<file path="src/rtl/ll_fifo_rr_drain_if.sv">
// Handshake bundle between the round-robin drain stage, the shared linked-list FIFO
// and the downstream valid/ready consumer.
interface ll_fifo_rr_drain_if #(
  parameter int WIDTH     = 8,
  parameter int NUM_FIFOS = 2,
  parameter int SEL_WIDTH = $clog2(NUM_FIFOS)
);
  logic [NUM_FIFOS-1:0] fifo_empty;
  logic [WIDTH-1:0]     fifo_data;
  logic                 fifo_pop;
  logic [SEL_WIDTH-1:0] fifo_pop_sel;
  logic [NUM_FIFOS-1:0] queue_en;
  logic                 out_valid;
  logic                 out_ready;
  logic [WIDTH-1:0]     out_data;
  logic [SEL_WIDTH-1:0] out_sel;
  logic [1:0]           occupancy;

  modport master (
    input  fifo_empty, fifo_data, queue_en, out_ready,
    output fifo_pop, fifo_pop_sel, out_valid, out_data, out_sel, occupancy
  );

  modport slave (
    output fifo_empty, fifo_data, queue_en, out_ready,
    input  fifo_pop, fifo_pop_sel, out_valid, out_data, out_sel, occupancy
  );
endinterface

</file>
<file path="src/rtl/ll_fifo_rr_drain.sv">
// Round-robin drain of the shared linked-list FIFO's logical queues into a
// 2-entry output buffer presented as a tagged valid/ready stream.
module ll_fifo_rr_drain #(
  parameter int WIDTH     = 8,
  parameter int NUM_FIFOS = 2,
  parameter int SEL_WIDTH = $clog2(NUM_FIFOS)
) (
  input logic                clk,
  input logic                rst,
  ll_fifo_rr_drain_if.master bus
);
  localparam logic [SEL_WIDTH-1:0] LAST_INIT = SEL_WIDTH'(NUM_FIFOS - 1);

  logic [NUM_FIFOS-1:0] elig;
  logic                 any_elig;
  logic [SEL_WIDTH-1:0] last_reg;
  logic [SEL_WIDTH-1:0] grant;
  logic [SEL_WIDTH-1:0] cand;
  int                   cand_int;
  logic                 found;

  logic [WIDTH-1:0]     head_data_reg;
  logic [WIDTH-1:0]     tail_data_reg;
  logic [SEL_WIDTH-1:0] head_sel_reg;
  logic [SEL_WIDTH-1:0] tail_sel_reg;
  logic [1:0]           occ_reg;
  logic                 pop;
  logic                 accept;

  assign elig     = ~bus.fifo_empty & bus.queue_en;
  assign any_elig = |elig;

  // Scan last+1 .. last+NUM_FIFOS with an explicit wrap so no modulo is needed.
  always_comb begin
    grant    = last_reg;
    found    = 1'b0;
    cand     = '0;
    cand_int = 0;
    for (int k = 1; k <= NUM_FIFOS; k++) begin
      cand_int = int'(last_reg) + k;
      if (cand_int >= NUM_FIFOS) begin
        cand_int = cand_int - NUM_FIFOS;
      end
      cand = SEL_WIDTH'(cand_int);
      if (!found && elig[cand]) begin
        grant = cand;
        found = 1'b1;
      end
    end
  end

  // Pop depends only on registered occupancy and the FIFO-side inputs, never on out_ready.
  assign pop    = rst & (occ_reg != 2'd2) & any_elig;
  assign accept = (occ_reg != 2'd0) & bus.out_ready;

  assign bus.fifo_pop     = pop;
  assign bus.fifo_pop_sel = pop ? grant : last_reg;
  assign bus.out_valid    = (occ_reg != 2'd0);
  assign bus.out_data     = head_data_reg;
  assign bus.out_sel      = head_sel_reg;
  assign bus.occupancy    = occ_reg;

  always_ff @(posedge clk or negedge rst) begin
    if (!rst) begin
      last_reg      <= LAST_INIT;
      occ_reg       <= 2'd0;
      head_data_reg <= '0;
      head_sel_reg  <= '0;
      tail_data_reg <= '0;
      tail_sel_reg  <= '0;
    end else begin
      if (pop) begin
        last_reg <= grant;
      end
      unique case ({pop, accept})
        2'b10: begin
          if (occ_reg == 2'd0) begin
            head_data_reg <= bus.fifo_data;
            head_sel_reg  <= grant;
          end else begin
            tail_data_reg <= bus.fifo_data;
            tail_sel_reg  <= grant;
          end
          occ_reg <= occ_reg + 2'd1;
        end
        2'b01: begin
          head_data_reg <= tail_data_reg;
          head_sel_reg  <= tail_sel_reg;
          occ_reg       <= occ_reg - 2'd1;
        end
        // Only reachable at occupancy 1: the departing head is replaced in place.
        2'b11: begin
          head_data_reg <= bus.fifo_data;
          head_sel_reg  <= grant;
        end
        default: begin
        end
      endcase
    end
  end

`ifdef FORMAL
  a_no_empty_pop: assert property (@(posedge clk) disable iff (!rst)
    bus.fifo_pop |-> !bus.fifo_empty[bus.fifo_pop_sel]);
  a_occ_bound: assert property (@(posedge clk) disable iff (!rst)
    occ_reg <= 2'd2);
  a_hold: assert property (@(posedge clk) disable iff (!rst)
    (bus.out_valid && !bus.out_ready) |=> ($stable(bus.out_data) && $stable(bus.out_sel)));
`endif
endmodule

</file>
<file path="src/flat_wrapper.sv">
// flat-port wrapper written by rule: the top's interface ports become plain ports
module ll_fifo_rr_drain_flat 
#(
  parameter int WIDTH     = 8,
  parameter int NUM_FIFOS = 2,
  parameter int SEL_WIDTH = $clog2(NUM_FIFOS)
)
  (clk, rst, bus_fifo_empty, bus_fifo_data, bus_queue_en, bus_out_ready, bus_fifo_pop, bus_fifo_pop_sel, bus_out_valid, bus_out_data, bus_out_sel, bus_occupancy);
  ll_fifo_rr_drain_if #(.WIDTH(WIDTH), .NUM_FIFOS(NUM_FIFOS), .SEL_WIDTH(SEL_WIDTH)) bus_i ();
  input logic clk;
  input logic rst;
  input wire logic [$bits(bus_i.fifo_empty)-1:0] bus_fifo_empty;
  input wire logic [$bits(bus_i.fifo_data)-1:0] bus_fifo_data;
  input wire logic [$bits(bus_i.queue_en)-1:0] bus_queue_en;
  input wire logic [$bits(bus_i.out_ready)-1:0] bus_out_ready;
  output wire logic [$bits(bus_i.fifo_pop)-1:0] bus_fifo_pop;
  output wire logic [$bits(bus_i.fifo_pop_sel)-1:0] bus_fifo_pop_sel;
  output wire logic [$bits(bus_i.out_valid)-1:0] bus_out_valid;
  output wire logic [$bits(bus_i.out_data)-1:0] bus_out_data;
  output wire logic [$bits(bus_i.out_sel)-1:0] bus_out_sel;
  output wire logic [$bits(bus_i.occupancy)-1:0] bus_occupancy;
  assign bus_i.fifo_empty = bus_fifo_empty;
  assign bus_i.fifo_data = bus_fifo_data;
  assign bus_i.queue_en = bus_queue_en;
  assign bus_i.out_ready = bus_out_ready;
  assign bus_fifo_pop = bus_i.fifo_pop;
  assign bus_fifo_pop_sel = bus_i.fifo_pop_sel;
  assign bus_out_valid = bus_i.out_valid;
  assign bus_out_data = bus_i.out_data;
  assign bus_out_sel = bus_i.out_sel;
  assign bus_occupancy = bus_i.occupancy;
  ll_fifo_rr_drain #(.WIDTH(WIDTH), .NUM_FIFOS(NUM_FIFOS), .SEL_WIDTH(SEL_WIDTH)) u_core (.clk(clk), .rst(rst), .bus(bus_i));
endmodule
</file>
<file path="config.mk">
export PLATFORM = sky130hd
export DESIGN_NAME = ll_fifo_rr_drain_flat
export DESIGN_NICKNAME = d
export VERILOG_FILES = /design/src/rtl/ll_fifo_rr_drain_if.sv /design/src/rtl/ll_fifo_rr_drain.sv /design/src/flat_wrapper.sv
export SDC_FILE = /design/constraint.sdc
export NUM_CORES = 1
export LEC_CHECK = 0
export CAP_MARGIN = 0
export CORE_AREA = 2 2 53 55
export DETAILED_ROUTE_END_ITERATION = 8
export DIE_AREA = 0 0 55 57
export PLACE_DENSITY = 0.69
export SLEW_MARGIN = 10
export SYNTH_ARGS = -nofsm -noshare
export SYNTH_HDL_FRONTEND = slang
export SYNTH_SLANG_ARGS = --single-unit
</file>
<file path="constraint.sdc">
create_clock -name clk -period 1.8 [get_ports clk]
set_input_delay 0.36 -clock clk [delete_from_list [all_inputs] [get_ports clk]]
set_output_delay 0.36 -clock clk [all_outputs]
set_load 0.01 [all_outputs]
</file>
After elaboration in Yosys (flattened, before gate mapping). Index checks and enable logic that the tools add are counted.

Input bits: 15. Word-level logic and storage cells: 51. Output and inout port bits: 14. Bits in registers: 21.

Reduce and logical (&&, ||, !) cells: 9. Add/subtract/negate cells: 6. Magnitude comparators: 4. Multiplexer cells: 15. Bitwise operators: 6. Equality and inequality tests: 5.

Operators by type and width (count): $pmux W8 S3 (1); $mux W1 (11); $mux W8 (1); $eq A2 B2 Y1 const B (2); $lt A1 B2 Y1 const B (2); $pmux W2 S2 (1); $reduce_and A2 Y1 (2); $reduce_bool A2 Y1 (2); $add A1 B2 Y3 const B (1); $and A1 B1 Y1 (3); $ge A3 B2 Y1 const B (1); $pmux W1 S3 (1); $reduce_bool A3 Y1 (1); $add A1 B1 Y2 const B (1); $add A2 B1 Y2 const B (1); $and A2 B2 Y2 (1); $eq A2 B1 Y1 const B (1); $ge A2 B2 Y1 const B (1); $logic_not A2 Y1 (1); $ne A2 B1 Y1 const B (1); $ne A2 B2 Y1 const B (1); $not A2 Y2 (1); $reduce_or A2 Y1 (1); $sub A1 B1 Y1 const B (2); other kinds (4) (4).

Longest topological paths before layout.
Depth in word-level cells: 11. Mapped depth: 9. Mapped depth without buffers: 8.

Worst setup path after synthesis. OpenSTA, ideal clock, no wires.

Path kind: register to register. Start point: register u_core.occ_reg[0] (netlist: u_core.bus.occupancy[0]). End point: register u_core.head_data_reg[1] (netlist: u_core.bus.out_data[1]). Slack: -125 ps. Clock period less this slack: 1925 ps. Data required time: 1675 ps. Setup time: 125 ps. Stages on the path, launching flop included: 8. Arrival time: 1800 ps. Cells stage by stage: dfrtp_1 inv_1 a21boi_0 nand2_1 ha_1 buf_2 mux2_2 mux2_4.

Word-level cells in the longest chain between the ends: 6.

RTL lines: start: declaration (line ll_fifo_rr_drain.sv:26) `logic [1:0] occ_reg;`; start signal: assignment (line ll_fifo_rr_drain.sv:84) `occ_reg <= occ_reg + 2'd1;`; start signal: assignment (line ll_fifo_rr_drain.sv:89) `occ_reg <= occ_reg - 2'd1;`; $ne A2 B2 Y1 (line ll_fifo_rr_drain.sv:53) `assign pop = rst & (occ_reg != 2'd2) & any_elig;`; $and A1 B1 Y1 (2 in series) (line ll_fifo_rr_drain.sv:53); $eq A2 B2 Y1 / $eq A2 B1 Y1 (equally long branches) (line ll_fifo_rr_drain.sv:75) `unique case ({pop, accept})`; $ne A2 B1 Y1 (no source line) / $reduce_bool A3 Y1 (equally long branches); $reduce_and A2 Y1 (no source line); end signal: assignment (line ll_fifo_rr_drain.sv:78) `head_data_reg <= bus.fifo_data;`; end signal: assignment (line ll_fifo_rr_drain.sv:87) `head_data_reg <= tail_data_reg;`; end signal: assignment (line ll_fifo_rr_drain.sv:93) `head_data_reg <= bus.fifo_data;`; end: declaration (line ll_fifo_rr_drain.sv:22) `logic [WIDTH-1:0] head_data_reg;`.

Parallel ways exist; a longest one is shown, timed or not. A chain may end at the register's enable or synchronous reset.

Worst setup path after layout.
Start point: input port bus_fifo_empty[1]. End point: register u_core.head_data_reg[1] (netlist: u_core.bus.out_data[1]).

Word-level cells in the longest chain between the ends: 7.

RTL lines: start: declaration (line flat_wrapper.sv:12) `input wire logic [$bits(bus_i.fifo_empty)-1:0] bus_fifo_empty;`; $not A2 Y2 * (line ll_fifo_rr_drain.sv:30) `assign elig = ~bus.fifo_empty & bus.queue_en;`; $and A2 B2 Y2 * (line ll_fifo_rr_drain.sv:30); $reduce_or A2 Y1 * (line ll_fifo_rr_drain.sv:31) `assign any_elig = |elig;`; $and A1 B1 Y1 * (line ll_fifo_rr_drain.sv:53); $eq A2 B2 Y1 / $eq A2 B1 Y1 (equally long branches) (line ll_fifo_rr_drain.sv:75); $ne A2 B1 Y1 (no source line) / $reduce_bool A3 Y1 (equally long branches); $reduce_and A2 Y1 (no source line).

Every way passes the cells marked *; elsewhere a longest branch is shown, timed or not.

==> flow_metrics.env <==
export IMPL_outcome="finished clean"
export IMPL_wl_per_cell_um=13.4
export IMPL_dp_hpwl_mm=1.40
export IMPL_ys_ff_latch=21
export IMPL_drtIter0Drc=9
export IMPL_end_kind="register"
export IMPL_critPathBufInv=2
export IMPL_synth_edf_count=0
export IMPL_rsz0062_at_grt="true"
export IMPL_pin_count=29
export IMPL_cts_hold_buf=0
export IMPL_synth_flop_cell="dfrtp_1"
export IMPL_min_period_ns=1.77
export IMPL_cts_tree="done"
export IMPL_seq_area_frac_synth_pct=50.7
export IMPL_ir_drop_v=0.00106
export IMPL_ant_nets=0
export IMPL_htree_levels=1
export IMPL_root_buffer="clkbuf_4"
export IMPL_reg2regPathDepth=7
export IMPL_grt_pass1_vias=769
export IMPL_critPathMostFrequentCell="nand2_4"
export IMPL_endpoint="u_core.bus.out_data[1]"
export IMPL_clk_latency_ns=0.29
export IMPL_fp_dieW_um=55
export IMPL_finalSetupViolCount=0
export IMPL_path_class="input port to register"
export IMPL_max_freq_mhz=564
export IMPL_r2r_slack_ns=0.08
export IMPL_place_congestion=0.732
export IMPL_cp_arrival_ns=1.97
export IMPL_overflow=0
export IMPL_final_nets=139
export IMPL_p_leak_nw=0.753
export IMPL_rows=19
export IMPL_fin_worst_skew_ns=0.00164
export IMPL_cap_violations=0
export IMPL_powerDensity_mw_per_mm2=1550
export IMPL_io_buffers=28
export IMPL_antenna_found_initial=0
export IMPL_filler_cell_count=211
export IMPL_drive_gt1_share_pct=48.8
export IMPL_via_per_inst=4.88
export IMPL_required_ns=1.99
export IMPL_maxSlewHeadroom_pct=82.5
export IMPL_fin_area_mm2=0.00159
export IMPL_place_area_mm2=0.00146
export IMPL_tightest_slew_ns=0.259
export IMPL_totalWireLength_mm=2.04
export IMPL_route_detailed_drc=0
export IMPL_num_vias=741
export IMPL_min_path_type="input port to asynchronous set/reset pin"
export IMPL_diodes=0
export IMPL_syn_to_final_growth_pct=53.3
export IMPL_path_cells="clkdlybuf4s50_1, nand2b_4, nand2_4, nand2_4, ha_4, buf_6, mux2_2, mux2_4"
export IMPL_dieHeight_um=57
export IMPL_final_common_cell="clkdlybuf4s50_1"
export IMPL_clock_path_buffers=2
export IMPL_cts_sinks=21
export IMPL_utilization_pct=60.9
export IMPL_cp_slowest_stage_delay_ns=0.45
export IMPL_cp_depth=8
export IMPL_synth_area_mm2=0.00104
export IMPL_r2r_end="u_core.bus.out_data[3]"
export IMPL_finalHoldViolCount=0
export IMPL_crit_path_start_kind="input port"
export IMPL_synth_distinct_cells=23
export IMPL_critPathMaxFanout=6
export IMPL_core_area_mm2=0.00262
export IMPL_syn_nets=93
export IMPL_r2r_start="u_core.bus.occupancy[0]"
export IMPL_syn_avg_cell_area_um2=13.7
export IMPL_clkTransAtPathRegs_ns=0.11
export IMPL_grt_pass1_wl_mm=3.53
export IMPL_initial_core_util_pct=39.7
export IMPL_ys_warn_count=0
export IMPL_grt_max_degree=23
export IMPL_cts_buffers=3
export IMPL_grt_usage_pct=15.7
export IMPL_cp_startpoint="bus_fifo_empty[1]"
export IMPL_first_pass_iters=3
export IMPL_ys_async_sr_fraction_pct=100
export IMPL_synth_cells=76
export IMPL_finalMaxSlewViolations=0
export IMPL_die_area_mm2=0.00314
export IMPL_cp_slowest_cell="clkdlybuf4s50_1"
export IMPL_mostFrequentLayoutCells="20 x clkdlybuf4s50_1, 18 x dfrtp_1, 14 x mux2_2"
export IMPL_min_period_over_period_pct=98.5
export IMPL_crit_family="multiplexers"
[synth_stat cells, drive strengths merged (2+ instances only)]
library cell / n / area, um^2
mux2: 25 / 315
inv: 4 / 15.0
buf: 2 / 16.3
nor2: 3 / 13.8
xnor2: 2 / 17.5
ha: 2 / 25.0
nand2: 6 / 30.0
nand2b: 3 / 18.8
dfrtp: 20 / 500
[per-layer routing]
layer / track usage, % / wire (um)
met2: 23.0 / 949
met4: 6.27 / 17
met5: 0 / 0
met3: 3.40 / 81
met1: 22.5 / 993
[kinds of logic after synthesis]
family | after synthesis | share of synthesized area, %
simple gates | 13 | 6.75
fa+ha+maj | 2 | 2.41
xor+xnor | 3 | 2.53
buf+inv | 6 | 3.01
flops | 21 | 50.7
compound gates | 6 | 4.22
mux | 25 | 30.4
[report_power, final]
group	internal, mW	total (mW)	switching, mW
logic	0.878	1.36	0.478
clock network	0.0862	0.220	0.134
registers	0.727	0.885	0.158
total	1.69	2.46	0.771
[worst register-to-register path: stages, from the launching register on]
cell	delay (ns)
dfrtp_2	0.42
inv_2	0.06
a21boi_4	0.20
nand2_4	0.08
ha_4	0.18
buf_6	0.14
mux2_4	0.30
mux2_4	0.25
[worst min path at each step]
stage	cells after the start	to
final	2	u_core.bus.out_data[3]
after global routing	2	u_core.tail_sel_reg
after CTS	2	u_core.bus.out_sel
after detailed placement	2	u_core.tail_sel_reg
after global placement	2	u_core.tail_sel_reg
after floorplan	0	u_core.bus.occupancy[0]
[final cells by class]
cell class | count | area (um^2) | area share, %
Timing Repair Buffer | 43 | 435 | 27.4
Multi-Input combinational cell | 49 | 547 | 34.4
Tap cell | 31 | 38.8 | 2.44
Clock buffer | 4 | 26.3 | 1.65
Sequential cell | 21 | 529 | 33.3
Inverter | 4 | 15.0 | 0.943
[metrics by stage]
stage / power, mW / cells / hold slack, ns / worst slack, ns / setup TNS (ns)
floorplan: 1.56 / 76 / 0.0644 / 0.00477 / 0
global placement: 2.11 / 143 / 0.464 / -0.403 / -6.69
detailed placement: 2.13 / 143 / 0.479 / -0.460 / -7.32
CTS: 2.51 / 152 / 0.171 / -0.0304 / -0.134
global route: 2.63 / 152 / 0.190 / -0.0522 / -0.0522
finish: 2.46 / 152 / 0.180 / 0.0276 / 0
[repair_timing]
| action | in CTS | in global routing |
|---|---|---|
| pin swaps | 4 | 3 |
| cloned | 1 | 0 |
| setup buffers | 4 | 1 |
| endpoints found under the setup margin | 12 | 13 |
| gates resized for setup | 21 | 10 |
Power figures use the tool's default switching activity.
